===== config.mk =====
export PLATFORM = sky130hd
export DESIGN_NAME = vip_bin_morph_3x3
export DESIGN_NICKNAME = d
export VERILOG_FILES = /design/src/rtl/vip_bin_morph_3x3_pkg.sv /design/src/rtl/vip_bin_linebuf_2row.sv /design/src/rtl/vip_bin_morph_3x3.sv
export SDC_FILE = /design/constraint.sdc
export NUM_CORES = 2
export LEC_CHECK = 0
export CAP_MARGIN = 20
export CORE_MARGIN = 2
export CORE_UTILIZATION = 40
export DETAILED_ROUTE_END_ITERATION = 16
export HOLD_SLACK_MARGIN = 0.08
export SLEW_MARGIN = 25
export SYNTH_ARGS = -nofsm -noshare
export SYNTH_HDL_FRONTEND = slang
export SYNTH_SLANG_ARGS = --single-unit

===== constraint.sdc =====
create_clock -name clk -period 12.4 [get_ports clk]
set_input_delay 1.24 -clock clk [delete_from_list [all_inputs] [get_ports clk]]
set_output_delay 1.24 -clock clk [all_outputs]
set_load 0.05 [all_outputs]

===== src/rtl/vip_bin_morph_3x3_pkg.sv =====
// Shared constants and helpers for the binary 3x3 morphology stage.
package vip_bin_morph_3x3_pkg;

  localparam logic MORPH_DILATE = 1'b0;
  localparam logic MORPH_ERODE  = 1'b1;

  typedef enum logic {
    WAIT_FRAME = 1'b0,
    ACTIVE     = 1'b1
  } morph_state_e;

  function automatic int col_width(input int width);
    return (width > 1) ? $clog2(width) : 1;
  endfunction

  // Out-of-frame taps must be neutral for the reduction: 0 for OR, 1 for AND.
  function automatic logic pad_value(input logic mode);
    return (mode == MORPH_ERODE) ? 1'b1 : 1'b0;
  endfunction

  function automatic logic reduce9(input logic mode, input logic [8:0] win);
    return (mode == MORPH_ERODE) ? (&win) : (|win);
  endfunction

endpackage


===== src/rtl/vip_bin_linebuf_2row.sv =====
// Two-row, 1-bit-per-row line RAM: asynchronous read, write at the clock edge,
// so a same-cycle read returns the old contents.
module vip_bin_linebuf_2row
  import vip_bin_morph_3x3_pkg::*;
#(
  parameter  int IMG_WIDTH = 640,
  localparam int COL_W     = col_width(IMG_WIDTH)
) (
  input  logic             clk,
  input  logic             wr_en_i,
  input  logic             mask_i,
  input  logic [COL_W-1:0] addr_i,
  input  logic [1:0]       wdata_i,
  output logic [1:0]       rdata_o
);

  localparam logic [COL_W-1:0] ADDR_MAX = COL_W'(IMG_WIDTH - 1);

  logic [1:0]       mem_q [IMG_WIDTH];
  logic [COL_W-1:0] addr_s;

  always_comb begin
    addr_s = (addr_i > ADDR_MAX) ? ADDR_MAX : addr_i;
  end

  assign rdata_o = mem_q[addr_s];

  // Masked pixels lie past the line end and must not clobber stored rows.
  always_ff @(posedge clk) begin
    if (wr_en_i && !mask_i) begin
      mem_q[addr_s] <= wdata_i;
    end
  end

endmodule


===== src/rtl/vip_bin_morph_3x3.sv =====
// Binary 3x3 dilate/erode on a 1-bit edge stream; sync qualifiers pass through
// a fixed 2-clock pipe and the result is centred one row/column behind the input.
module vip_bin_morph_3x3
  import vip_bin_morph_3x3_pkg::*;
#(
  parameter  int IMG_WIDTH = 640,
  parameter  int MODE      = 0,
  localparam int COL_W     = col_width(IMG_WIDTH)
) (
  input  logic clk,
  input  logic rst,
  input  logic per_frame_vsync,
  input  logic per_frame_href,
  input  logic per_frame_clken,
  input  logic per_img_Bit,
  output logic post_frame_vsync,
  output logic post_frame_href,
  output logic post_frame_clken,
  output logic post_img_Bit
);

  localparam logic             MODE_BIT = (MODE != 0) ? MORPH_ERODE : MORPH_DILATE;
  localparam logic             PAD      = pad_value(MODE_BIT);
  localparam logic [COL_W-1:0] COL_MAX  = COL_W'(IMG_WIDTH - 1);

  morph_state_e     state_q;
  logic             vs_q, href_q, clken_q;
  logic             vs_q2, href_q2, clken_q2;
  logic             bit_q, bit_d;
  logic [COL_W-1:0] col_q, col_d, col_s;
  logic             ovf_q, ovf_d, ovf_s;
  logic [1:0]       row_q, row_d, row_s;
  logic [2:0]       w0_q, w1_q, w2_q, w0_d, w1_d, w2_d;
  logic             vs_rise_s, href_rise_s, href_fall_s, pix_s;
  logic             up1_s, up2_s;
  logic [1:0]       rd_s;

  vip_bin_linebuf_2row #(.IMG_WIDTH(IMG_WIDTH)) u_linebuf (
    .clk     (clk),
    .wr_en_i (pix_s),
    .mask_i  (ovf_s),
    .addr_i  (col_s),
    .wdata_i ({rd_s[0], per_img_Bit}),
    .rdata_o (rd_s)
  );

  // Edge detection and the effective counters seen by the current pixel.
  always_comb begin
    vs_rise_s   = per_frame_vsync & ~vs_q;
    href_rise_s = per_frame_href & ~href_q;
    href_fall_s = ~per_frame_href & href_q;
    pix_s       = per_frame_clken & per_frame_href;
    col_s       = (vs_rise_s | href_rise_s) ? {COL_W{1'b0}} : col_q;
    ovf_s       = (vs_rise_s | href_rise_s) ? 1'b0 : ovf_q;
    row_s       = vs_rise_s ? 2'd0 : row_q;
    up1_s       = ((row_s != 2'd0) && !ovf_s) ? rd_s[0] : PAD;
    up2_s       = ((row_s == 2'd2) && !ovf_s) ? rd_s[1] : PAD;
  end

  // Counters, window shift and reduction; column pads replace stale taps at line start.
  always_comb begin
    col_d = col_s;
    ovf_d = ovf_s;
    w0_d  = w0_q;
    w1_d  = w1_q;
    w2_d  = w2_q;
    if (pix_s) begin
      if (col_s == COL_MAX) begin
        ovf_d = 1'b1;
      end else begin
        col_d = col_s + COL_W'(1'b1);
      end
      w0_d = {up2_s, up1_s, per_img_Bit};
      w1_d = (col_s == {COL_W{1'b0}}) ? {3{PAD}} : w0_q;
      w2_d = (col_s == {COL_W{1'b0}}) ? {3{PAD}} : w1_q;
    end else begin
      col_d = col_s;
    end
    if (vs_rise_s) begin
      row_d = 2'd0;
    end else if (href_fall_s && (row_q != 2'd2)) begin
      row_d = row_q + 2'd1;
    end else begin
      row_d = row_q;
    end
    bit_d = (state_q == ACTIVE) & href_q & reduce9(MODE_BIT, {w2_q, w1_q, w0_q});
  end

  always_ff @(posedge clk) begin
    if (rst) begin
      vs_q     <= 1'b0;
      href_q   <= 1'b0;
      clken_q  <= 1'b0;
      vs_q2    <= 1'b0;
      href_q2  <= 1'b0;
      clken_q2 <= 1'b0;
      bit_q    <= 1'b0;
      col_q    <= {COL_W{1'b0}};
      ovf_q    <= 1'b0;
      row_q    <= 2'd0;
      w0_q     <= 3'd0;
      w1_q     <= 3'd0;
      w2_q     <= 3'd0;
    end else begin
      vs_q     <= per_frame_vsync;
      href_q   <= per_frame_href;
      clken_q  <= per_frame_clken;
      vs_q2    <= vs_q;
      href_q2  <= href_q;
      clken_q2 <= clken_q;
      bit_q    <= bit_d;
      col_q    <= col_d;
      ovf_q    <= ovf_d;
      row_q    <= row_d;
      w0_q     <= w0_d;
      w1_q     <= w1_d;
      w2_q     <= w2_d;
    end
  end

  // Filtering only starts on a full frame after reset.
  always_ff @(posedge clk) begin
    if (rst) begin
      state_q <= WAIT_FRAME;
    end else begin
      case (state_q)
        WAIT_FRAME: state_q <= vs_rise_s ? ACTIVE : WAIT_FRAME;
        ACTIVE:     state_q <= ACTIVE;
        default:    state_q <= WAIT_FRAME;
      endcase
    end
  end

  assign post_frame_vsync = vs_q2;
  assign post_frame_href  = href_q2;
  assign post_frame_clken = clken_q2;
  assign post_img_Bit     = bit_q;

endmodule


Word level (Yosys, flattened, before mapping) --
Memories as Yosys holds them, arrays and structs flattened. Index checks and enable logic that the tools add are counted.
Storage, ports and cells: word-level logic and storage cells 57, memories 1, RAM bits 1280, bits of input ports 6, flip-flop bits (word level) 30, output and inout bits 4
Memory list:
- u_linebuf.mem_q | depth 640, bits a word 2, read ports 1, clocked after memory_dff 0, wr ports 1, RTL line vip_bin_linebuf_2row.sv:19 | logic [1:0] mem_q [IMG_WIDTH];
Cells by class: reduce and logical (&&, ||, !) cells 9, add/sub/neg operators 2, equality and inequality tests 3, magnitude comparators 1, bitwise gates (word level) 11, multiplexer cells 16
Operator list (count):
- $mux 10 | 4
- $add 10x1->10 const B | 1
- $eq 10x10->1 const B | 1
- $gt 10x10->1 const B | 1
- $logic_not 10->1 | 1
- $reduce_or 9->1 | 1
- $mux 1 | 8
- $and 1x1->1 | 6
- $mux 3 | 2
- $logic_and 1x1->1 | 4
- $not 1->1 | 4
- $add 2x1->2 const B | 1
- $eq 2x2->1 const B | 1
- $mux 2 | 1
- $ne 2x2->1 const B | 1
- $pmux 1 s2 | 1
- $reduce_bool 2->1 | 1
- $reduce_or 2->1 | 1
- $logic_not 1->1 | 1
- $or 1x1->1 | 1

Logic depth before layout (Yosys ltp) --
depth after elaboration 8, mapped depth 16, depth with buffers taken out 13

Hierarchy --
A second synthesis with hierarchy kept.
Unflattened totals: cell total of the unflattened synthesis 4026, area total of the unflattened synthesis 55368.1 µm²
Modules (own cells, without submodules):
- vip_bin_linebuf_2row | instances 1, seq. area each 38436.9 µm², area each 53961.8 µm², cells each 3867
- vip_bin_morph_3x3 | instances 1, seq. area each 600.6 µm², area each 1406.3 µm², cells each 159

Worst setup path after synthesis --
OpenSTA, ideal clock, no wires.
path type in2reg, start point input port per_frame_vsync, end point memory u_linebuf.mem_q[0][1] (data pin), stages on the path 12, path slack 0.642 ns, data required time 10.763 ns, data arrival time 10.121 ns, setup time 1.637 ns, buffers on the path 2, cells stage by stage nand2b_1 -> buf_2 -> buf_1 -> nand3_1 -> nor2_1 -> a222oi_1 -> a21oi_1 -> nor4_1 -> a31o_2 -> a211oi_1 -> nor2_1 -> inv_1
Between the ends: cells in the longest elaborated chain, start to end 6
RTL lines:
- start: declaration | RTL line vip_bin_morph_3x3.sv:12 | input logic per_frame_vsync,
- $and 1x1->1 (*) | RTL line vip_bin_morph_3x3.sv:49 | vs_rise_s = per_frame_vsync & ~vs_q;
- $or 1x1->1 (*) | RTL line vip_bin_morph_3x3.sv:53 | col_s = (vs_rise_s | href_rise_s) ? {COL_W{1'b0}} : col_q;
- $mux 10 (*) | RTL line vip_bin_morph_3x3.sv:53
- $gt 10x10->1 | RTL line vip_bin_linebuf_2row.sv:23 | addr_s = (addr_i > ADDR_MAX) ? ADDR_MAX : addr_i;
- $mux 10 (*) | RTL line vip_bin_linebuf_2row.sv:23
- $mem_v2 640x2 (*)
- via rd_s[0] | RTL line vip_bin_morph_3x3.sv:36 | logic [1:0] rd_s;
- end: declaration | RTL line vip_bin_linebuf_2row.sv:19
Mark *: on every way through the listed nets, which the timed path passes. The rest lies on a longest branch.

Worst setup path after layout --
start point register col_q[9], end point memory u_linebuf.mem_q[429][1] (data pin)
Between the ends: cells in the longest elaborated chain, start to end 4
RTL lines:
- start: declaration | RTL line vip_bin_morph_3x3.sv:30 | logic [COL_W-1:0] col_q, col_d, col_s;
- start signal: assignment | RTL line vip_bin_morph_3x3.sv:98 | col_q <= {COL_W{1'b0}};
- start signal: assignment | RTL line vip_bin_morph_3x3.sv:112 | col_q <= col_d;
- $mux 10 (*) | RTL line vip_bin_morph_3x3.sv:53
- $gt 10x10->1 | RTL line vip_bin_linebuf_2row.sv:23
- $mux 10 (*) | RTL line vip_bin_linebuf_2row.sv:23
- $mem_v2 640x2 (*)
- via rd_s[0] | RTL line vip_bin_morph_3x3.sv:36
Marks and branches as above.

==> results.toml <==
[clock_network]
cts_root_buf = "clkbuf_16"
postCtsSetupRepairBufs = 0
post_cts_resized = 0
cts-htree-levels = 4
cts_tree = "built"
cts_hold_buffers = 0
clock_path_buffers = 3
cts.sinks = 1310
clock_latency_ns = 0.79
clock_transition_at_path_regs_ns = 0.06
cts_made_buffers = 137

[global_routing]
grt_pass1_vias = 36700
global_route.usage.total_pct = 29.6
grt_first_pass_wirelength_um = 284000
gr-total-overflow = 0
grt_antenna_before_repair = 4
largest_net_degree_at_the_start_of_global_routing = 208

[synthesis]
yosys-top-cells-area = "edfxtp_1 72%, nor2_1 5.1%, o22ai_1 3.1%"
yosysSeqAreaShare_pct = 73.3
syn_area_per_cell_um2 = 13.3
yosys-top-cells-count = "1280 x edfxtp_1, 726 x nor2_1, 284 x o21ai_0, 263 x o22ai_1, 237 x nand2_1"
yosysMostFrequentCell = "edfxtp_1"
syn_inst = 4014
synth_fp_nets = 4023
synth-async-reset-ratio_pct = 0
number_of_flops_mapped_to_enable_cells_by_yosys = 1280
ys_dominant_reg_cell = "edfxtp_1"
ys_seq_elements = 1310
synth.distinct_cells = 78
synth.largest_area_cell = "edfxtp_1"
synth_area_um2 = 53200
synthesis.yosys.warnings = 0
synth.top_cell.area_share_pct = 72.2

[setup_path]
critPathCaptureType = "flop"
startpoint_type = "flop"
crit_type = "flop to flop"
critical_path_required_ns = 12.82
cp_max_fo = 170
worst_ep_arrival_time_ns = 7.79

[floorplanning]
design.die.area_um2 = 136000
rows = 133
dieWidth_um = 369
placeableCoreArea_um2 = 132000
floorplan.initialDensity_pct = 40.4
pin_count = 10
chipHeight_um = 369

[timing]
slew_violations = 0
final.setup.worst_slack_ns = 5.03
fin_worst_skew_ns = 0.0346
timing.final.hold_violations = 0
setup_total_negative_slack_ns = 0
clock.fmax_ghz = 0.136
final.min_clock_period_ns = 7.37
min_period_over_period_pct = 59.5
timing.slew.headroom_pct = 21.0
tightest_slew_ns = 1.18
fin_worst_hold_slack_ns = 0.453
finalSetupViolations = 0
setup_repair_after_global_routing_missed_its_margin = "no"

[power_and_ir_drop]
leakagePower_uw = 0.0176
max-vdd-ir-drop_mv = 0.158
power.density_nw_per_um2 = 153

[drt]
routed_via_density = 6.70
dr_total_vias = 39100
drt.antenna.violating_nets = 0
detailedRoute.firstIterationViolations = 7847
drt_first_pass_iters = 7
finalWirelength_um = 205000
drt-wirelength-per-cell_um = 35.2
drcViolationCount = 0

[finish]
flow.area_growth_from_synthesis_pct = 12.3
layoutNonFillerInstCount = 5830
drive_gt1_share_pct = 9.21
design.final.nets = 3970
utilization_pct = 45.4

[place]
portBuffers = 9
pre_cts_slack_ns = 4.71
placedCellCount = 5576
dp_hpwl_um = 118000
gpl.final_weighted_congestion = 0.980

[run]
drv_cap = 0

[worst_hold_path]
hold_class = "flop to flop"

[outcome]
run_status = "completed"
worst max-delay path, stage by stage (launching register included):
cell      delay, ns
dfxtp_1        0.69
o21a_4         0.58
buf_4          0.59
nor2_4         0.23
buf_4          0.33
buf_4          0.38
a22oi_1        0.36
a21oi_1        0.10
or4_1          0.62
o31a_1         0.31
o41ai_1        0.79
o221ai_1       0.33
nor2_1         0.40
inv_8          0.35
buf_12         0.38
buf_16         0.35
metrics by stage:
step                      total power (µW)  area, µm²
after floorplan                       5090      53200
final                                 9150      59800
after CTS                             9150      59700
after global routing                  9330      59800
after detailed placement              5200      55400
after global placement                5200      55400
flip-flops by register name (all words and copies together) (netlist names):
signal            flops
post_img_Bit          1
state_q               1
post_frame_href       1
w2_q                  3
w0_q                  3
col_q                10
u_linebuf.mem_q    1280
row_q                 2
vs_q                  1
href_q                1
ovf_q                 1
post_frame_clken      1
clken_q               1
post_frame_vsync      1
w1_q                  3
area by class of cell:
type / count / area [µm²]
timing repair buffer: 144 / 1270
antenna: 4 / 10.0
sequential: 1310 / 39000
tap: 1755 / 2200
fill: 11900 / 72000
clock inverter: 74 / 522
multi-input combinational: 2359 / 12900
clock buffer: 175 / 3780
inverter: 9 / 41.3
cells by family (layout without fill, tap and decap cells):
kind of cell               Yosys count  count (layout)  synth area share (%)
buffers and inverters              345             402                  2.77
other                                0               4                     0
adders and majority gates            3               3                0.0705
muxes                               23              23                 0.435
DFF                               1310            1310                  73.3
and+or+nand+nor                   1261            1261                  10.1
xor gates and xnor gates             9               9                 0.148
AOI/OAI and AO/OA                 1063            1063                  13.1
cells in the final DEF (no fill, tap or decap), types with 22 or more instances in the layout:
master / instances
a32oi_1: 48
o22ai_1: 263
a21oi_1: 138
o221ai_1: 32
mux2i_1: 22
o21ai_0: 284
clkinv_1: 41
nand4_1: 26
buf_4: 123
a221oi_1: 34
and3_1: 24
nand2b_1: 37
edfxtp_1: 1280
nand2_1: 225
nor3_1: 61
nand3_1: 64
clkbuf_16: 144
clkbuf_1: 25
nor2_1: 720
dfxtp_1: 28
a222oi_1: 41
a22oi_1: 80
worst paths after layout:
kind,from,slack [ns],end,cells after the start
setup / recovery,col_q[9],5.03,u_linebuf.mem_q[429][1],15
hold / removal,clken_q,0.45,post_frame_clken,1
setup reg to reg,col_q[9],5.03,u_linebuf.mem_q[429][1],15
hold reg to reg,clken_q,0.45,post_frame_clken,1
power by group:
group	total, µW	internal [µW]	leakage (µW)	switching [µW]
Clock	4040	2280	0.00211	1760
Sequential	4870	4870	0.0117	5.18
Combinational	247	44.5	0.00370	202
per-layer routing:
layer / routed length [µm] / GRT usage [%] / up-vias
met2: 86500 / 42.1 / 3483
li1: - / - / 15500
met4: 13100 / 16.5 / 2
met5: 15 / 0 / -
met1: 74700 / 39.9 / 19500
met3: 31000 / 9.41 / 681
Power figures use the tool's default switching activity.
